==> src/rtl/updown_mod_counter.sv <==
// Parametrised up/down modulo counter with clamped parallel load, cascade
// terminal count, registered wrap/load-error pulses and a Gray-coded output.
module updown_mod_counter #(
  parameter int WIDTH   = 4,
  parameter int MODULUS = 16
) (
  input  logic             clock,
  input  logic             reset,
  input  logic             enable,
  input  logic             up_down,
  input  logic             clear,
  input  logic             load,
  input  logic [WIDTH-1:0] load_value,
  output logic [WIDTH-1:0] q,
  output logic [WIDTH-1:0] q_gray,
  output logic             tc,
  output logic             wrap,
  output logic             load_err
);

  localparam logic [WIDTH-1:0] MAX_VAL  = WIDTH'(MODULUS - 1);
  localparam logic [WIDTH-1:0] ZERO_VAL = '0;
  localparam logic [WIDTH-1:0] ONE_VAL  = WIDTH'(1);

  function automatic logic [WIDTH-1:0] bin2gray(input logic [WIDTH-1:0] b);
    return b ^ (b >> 1);
  endfunction

  logic [WIDTH-1:0] count_q, count_d;
  logic [WIDTH-1:0] gray_q, gray_d;
  logic             wrap_q, wrap_d;
  logic             load_err_q, load_err_d;

  // Next-state selection: clear > load > count > hold, with explicit modulo wrap.
  always_comb begin
    count_d    = count_q;
    wrap_d     = 1'b0;
    load_err_d = 1'b0;
    if (clear) begin
      count_d = ZERO_VAL;
    end else if (load) begin
      if (load_value > MAX_VAL) begin
        count_d    = MAX_VAL;
        load_err_d = 1'b1;
      end else begin
        count_d = load_value;
      end
    end else if (enable) begin
      if (up_down) begin
        if (count_q == MAX_VAL) begin
          count_d = ZERO_VAL;
          wrap_d  = 1'b1;
        end else begin
          count_d = count_q + ONE_VAL;
        end
      end else begin
        if (count_q == ZERO_VAL) begin
          count_d = MAX_VAL;
          wrap_d  = 1'b1;
        end else begin
          count_d = count_q - ONE_VAL;
        end
      end
    end else begin
      count_d = count_q;
    end
    // Gray code comes from the next value so it is registered alongside q.
    gray_d = bin2gray(count_d);
  end

  // State and pulse registers.
  always_ff @(posedge clock or posedge reset) begin
    if (reset) begin
      count_q    <= ZERO_VAL;
      gray_q     <= ZERO_VAL;
      wrap_q     <= 1'b0;
      load_err_q <= 1'b0;
    end else begin
      count_q    <= count_d;
      gray_q     <= gray_d;
      wrap_q     <= wrap_d;
      load_err_q <= load_err_d;
    end
  end

  // Terminal count is combinational so a downstream stage sees it in-cycle.
  always_comb begin
    tc = enable & ((up_down & (count_q == MAX_VAL)) |
                   (~up_down & (count_q == ZERO_VAL)));
  end

  assign q        = count_q;
  assign q_gray   = gray_q;
  assign wrap     = wrap_q;
  assign load_err = load_err_q;

endmodule
==> config.mk <==
export PLATFORM = sky130hd
export DESIGN_NAME = updown_mod_counter
export DESIGN_NICKNAME = d
export VERILOG_FILES = /design/src/rtl/updown_mod_counter.sv
export SDC_FILE = /design/constraint.sdc
export NUM_CORES = 1
export LEC_CHECK = 0
export ABC_AREA = 1
export BUFFER_PORTS_ARGS = -buffer_cell sky130_fd_sc_hd__buf_2
export CELL_PAD_IN_SITES_DETAIL_PLACEMENT = 1
export CELL_PAD_IN_SITES_GLOBAL_PLACEMENT = 1
export CORE_ASPECT_RATIO = 1.25
export CORE_MARGIN = 4
export CORE_UTILIZATION = 32
export DETAILED_ROUTE_END_ITERATION = 10
export GPL_TIMING_DRIVEN = 0
export PLACE_DENSITY_LB_ADDON = 0.1
export SLEW_MARGIN = 20
export SYNTH_ARGS = -nofsm -noshare
export SYNTH_HDL_FRONTEND = slang
export SYNTH_SLANG_ARGS = --single-unit
==> constraint.sdc <==
create_clock -name clock -period 2.1 [get_ports clock]
set_clock_uncertainty 0.15 [all_clocks]
set_input_delay 0.42 -clock clock [delete_from_list [all_inputs] [get_ports clock]]
set_output_delay 0.42 -clock clock [all_outputs]
set_load 0.02 [all_outputs]
# == Word-level counts from Yosys, hierarchy flattened ==
# Cells that the tools add are included.
# classes
reduce_logical,1
order_cmp,1
eq_ne,1
bitwise,6
n_mux,16
addsub,2
# op_table
cell,count
two-way mux 4 bit,7
two-way mux 1 bit,9
adder 4 x 1 -> 4 bit (second input constant),1
== test 4 bit (second input constant),1
greater-than comparator 4 bit (second input constant),1
zero test 4 bit,1
subtractor 4 x 1 -> 4 bit (second input constant),1
XOR 4 x 3 -> 4 bit,1
AND 1 bit,3
NOT 1 bit,1
OR 1 bit,1
# word_totals
reg_bits,10
out_inout_bits,11

# == Depth between registers and ports, before layout ==
# depth
ltp_word,7
ltp_mapped,10
ltp_nobuf,10

# == Least setup slack after synthesis ==
# Ideal clock, no wire load.
# synth_timing
kind,flip-flop to output port
start,"reg count_q[0], in the netlist q[0]"
end,out tc
setup_slack_ns,0.308
required_ns,1.530
path_stages_with_launch,6
path_buffers,0
arrival_time_ns,1.222
path_cell_list,dfrtp_1 -> inv_1 -> ha_1 -> nand2_1 -> nor2_1 -> o21a_1
# synth_between
elab_chain_cells,4
word_cells_on_any_way,6
cone_classes,1 x eq/ne; 4 x bitwise; 1 x reduce/logical
# synth_rtl
item,line_no,source
start: declaration,29,"logic [WIDTH-1:0] count_q, count_d;"
start signal: assignment,79,count_q <= count_d;
== test 4 bit / zero test 4 bit (equally long branches),"88, 89",
AND 1 bit (on tied branches),"88, 89",
OR 1 bit *,88,tc = enable & ((up_down & (count_q == MAX_VAL)) |
AND 1 bit *,88,
end: declaration,16,"output logic tc,"
# Mark *: on every way between the ends. The rest lies on a longest branch, timed or not.

# == Worst setup path in the final report ==
# Same ends and word-level chain as after synthesis.

==> reports/results.tsv <==
stage	metric	value	unit
run_status	status	finished clean	
critical_path	reg2regPathDepth	8	
final_layout	synthToLayoutAreaGrowth	27.5	%
synthesis	synth-xor-area-share	2.99	%
clock_tree	clock_sinks	8	
die	die_area	0.00259	sq mm
clock_tree	worstSkewPairLatency	250	ps
detailed_routing	first_pass_iters	4	
critical_path	crit_type	reg2out	
timing	finalHoldViolations	0	
clock_tree	root_buffer	clkbuf_4	
critical_path	critPathBufInv	2	
power_and_ir_drop	comb_power_share	32.8	%
timing	max_freq	502	MHz
synthesis	synth_top_family_by_area	simple AND/OR/NAND/NOR gates	
critical_path	critPathRequiredTime	1530	ps
final_layout	nNetsFinal	121	
power_and_ir_drop	p_seq_share	41.0	%
critical_path	slowest_stage	dfrtp_2	
clock_tree	numCtsBuffers	3	
global_route	overflow	0	
critical_path	r2r_start	q[1]	
timing	period_share	94.9	%
final_layout	register_area	203	sq um
critical_path	crit_arrival	1420	ps
critical_path	critical_path.cell_chain	inv_2 > ha_2 > nand2_1 > nor2_1 > o21a_1 > buf_4	
global_route	track_usage	13.1	%
detailed_routing	drt-vias-per-instance	4.61	
synthesis	syn-num-nets	96	
detailed_routing	drc	0	
final_layout	nFillCells	246	
final_layout	num_antenna_cells	0	
detailed_routing	vias	581	
final_layout	fin_cells	126	
clock_tree	cts_tree	yes	
placed_design	portBuffers	18	
timing	hold_ws	213	ps
clock_tree	cts.clk_slew.worst_paths	50	ps
detailed_routing	drtAntennaViolNets	0	
detailed_routing	drt_wl_total	1.42	mm
placed_design	dp_hpwl	1.21	mm
die	initial_utilization	33.6	%
synthesis	synth-compound-area-share	6.40	%
global_route	antenna_found_initial	0	
synthesis	syn_area_per_cell	6.99	sq um
synthesis	ys_seq_elements	8	
critical_path	rrSetupSlack	480	ps
power_and_ir_drop	power_switching	0.153	mW
synthesis	seq_area_frac_synth	34.1	%
clock_tree	clockBufferDepth	2	
critical_path	worstReg2RegEnd	q_gray[1]	
synthesis	synthCells	84	
timing	grt_setup_unrepaired	false	
power_and_ir_drop	p_leak	0.437	nW
worst_hold_path	hp-start	clear	
timing	setup_viol	0	
final_layout	drive_gt1_share	34.6	%
synthesis	synth_area	587	sq um
power_and_ir_drop	swShare	34.3	%
placed_design	dp_cells	121	
timing	period_needed	1990	ps
die	fp.dieW	46.3	microns
critical_path	cp_max_fo	5	
power_and_ir_drop	pwr_density_cell	594	mW/mm^2
die	fp.coreArea	0.00174	sq mm
power_and_ir_drop	intPower	0.292	mW
worst_hold_path	holdCritPathClass	in2reg	
synthesis	synth_fa_ha_area_share	4.26	%
global_route	grt_max_degree	9	
power_and_ir_drop	total_power	0.444	mW
synthesis	yosysWarnings	0	
worst_hold_path	holdPathEnd	wrap	
clock_tree	h-tree-depth	1	
critical_path	cp-end-kind	output port	
critical_path	crit_family	flip-flops	
flow_run	drv_cap	0	
global_route	grt_pass1_wl	2.55	mm
detailed_routing	drt_iter0_drc	5	
die	pin_count	21	
power_and_ir_drop	peakVddDrop	0.316	mV
power_and_ir_drop	clockPowerShare	26.3	%
die	std_cell_rows	17	
synthesis	synth.mux.area_fraction	0	%
timing	slew_viol_final	0	
critical_path	cpPeakStageDelay	430	ps
synthesis	synth-simple-area-share	37.5	%
worst_hold_path	min_path_cells	2	
global_route	grt_pass1_vias	607	
timing	final.setup.tns	0	ps
synthesis	synthDistinctLibCells	22	
die	fp.dieH	55.9	microns
placed_design	gp_congestion	0.844	
critical_path	start_kind	register	
detailed_routing	wl_per_cell	11.3	microns
final_layout	multi_input_area	307	sq um
[what timing repair did]
item | 4_1_cts | 5_1_grt
pin swaps | 0 | 0
hold endpoints to repair | 8 | 0
setup endpoints to repair | 1 | 1
buffers inserted | 1 | 0
hold buffers | 1 | 0
gates resized for setup | 0 | 5
cloned | 0 | 0
[routing by layer]
metal | vias up | track usage (%) | routed length, microns
li1 | 300 | - | -
met1 | 267 | 14.1 | 545
met2 | 12 | 23.6 | 785
met3 | 2 | 2.27 | 69
met4 | 0 | 4.88 | 24
met5 | - | 0 | 0
[registers in the layout (all words and copies together), names as in the netlist]
name    flops
wrap        1
q           4
q_gray      3
[how the worst max path moves through the flow]
stage / start / to / depth (start not counted)
detailed placement: q[0] / tc / 6
global placement: q[0] / tc / 6
CTS: q[0] / tc / 6
finish: q[0] / tc / 6
global route: q[0] / tc / 6
floorplan: q[0] / tc / 5
[power groups by stage]
stage / sequential, mW / combinational (mW) / clock (mW)
6_report: 0.182 / 0.146 / 0.117
2_1_floorplan: 0.201 / 0.0817 / 0
3_5_place_dp: 0.184 / 0.143 / 0
4_1_cts: 0.182 / 0.148 / 0.122
3_3_place_gp: 0.184 / 0.140 / 0
5_1_grt: 0.185 / 0.166 / 0.129
[cell usage after synthesis (all sizes together)]
cell,number,share of area (%)
or2,1,1.5
inv,15,9.6
a21oi,2,1.7
o21a,1,1.3
ha,2,4.3
nand4,2,3.2
nand3,8,8.5
nand2,23,16
conb,1,0.64
xor2,1,1.5
nor3,1,1.7
nor2,11,7.0
o21ai,4,3.4
xnor2,1,1.5
buf,3,4.5
dfrtp,8,34
[cell usage in the layout, fill, tap and decap left out, types with 3 or more instances in the layout]
cell type,count
nand3_1,6
nor2_1,11
inv_1,13
dfrtp_1,6
nand2_1,21
buf_4,4
buf_2,17
clkbuf_4,3
[final cells by class]
| cell class | count | share of cell area (%) |
|---|---|---|
| inverter | 15 | 7.53 |
| multi-input combinational | 58 | 41.0 |
| tap | 19 | 3.18 |
| sequential | 8 | 27.1 |
| buffer | 3 | 3.51 |
| clock buffer | 3 | 3.01 |
| timing repair buffer | 20 | 14.7 |
[stage by stage]
step	utilization (%)	cell area, sq um	worst slack [ps]
6_report	42.9	748	107
5_1_grt	42.9	748	10.5
4_1_cts	42.5	741	9.33
3_5_place_dp	40.2	701	272
3_3_place_gp	40.2	701	271
2_1_floorplan	-	587	308
[kinds of logic (layout without fill, tap and decap cells)]
group / after synthesis / in the layout
compound gates: 7 / 7
fa+ha+maj: 2 / 2
buf+inv: 18 / 41
flops: 8 / 8
xor+xnor: 2 / 2
simple gates: 46 / 46
other cells: 1 / 1
Note: power is estimated with default switching activity, not from simulation.
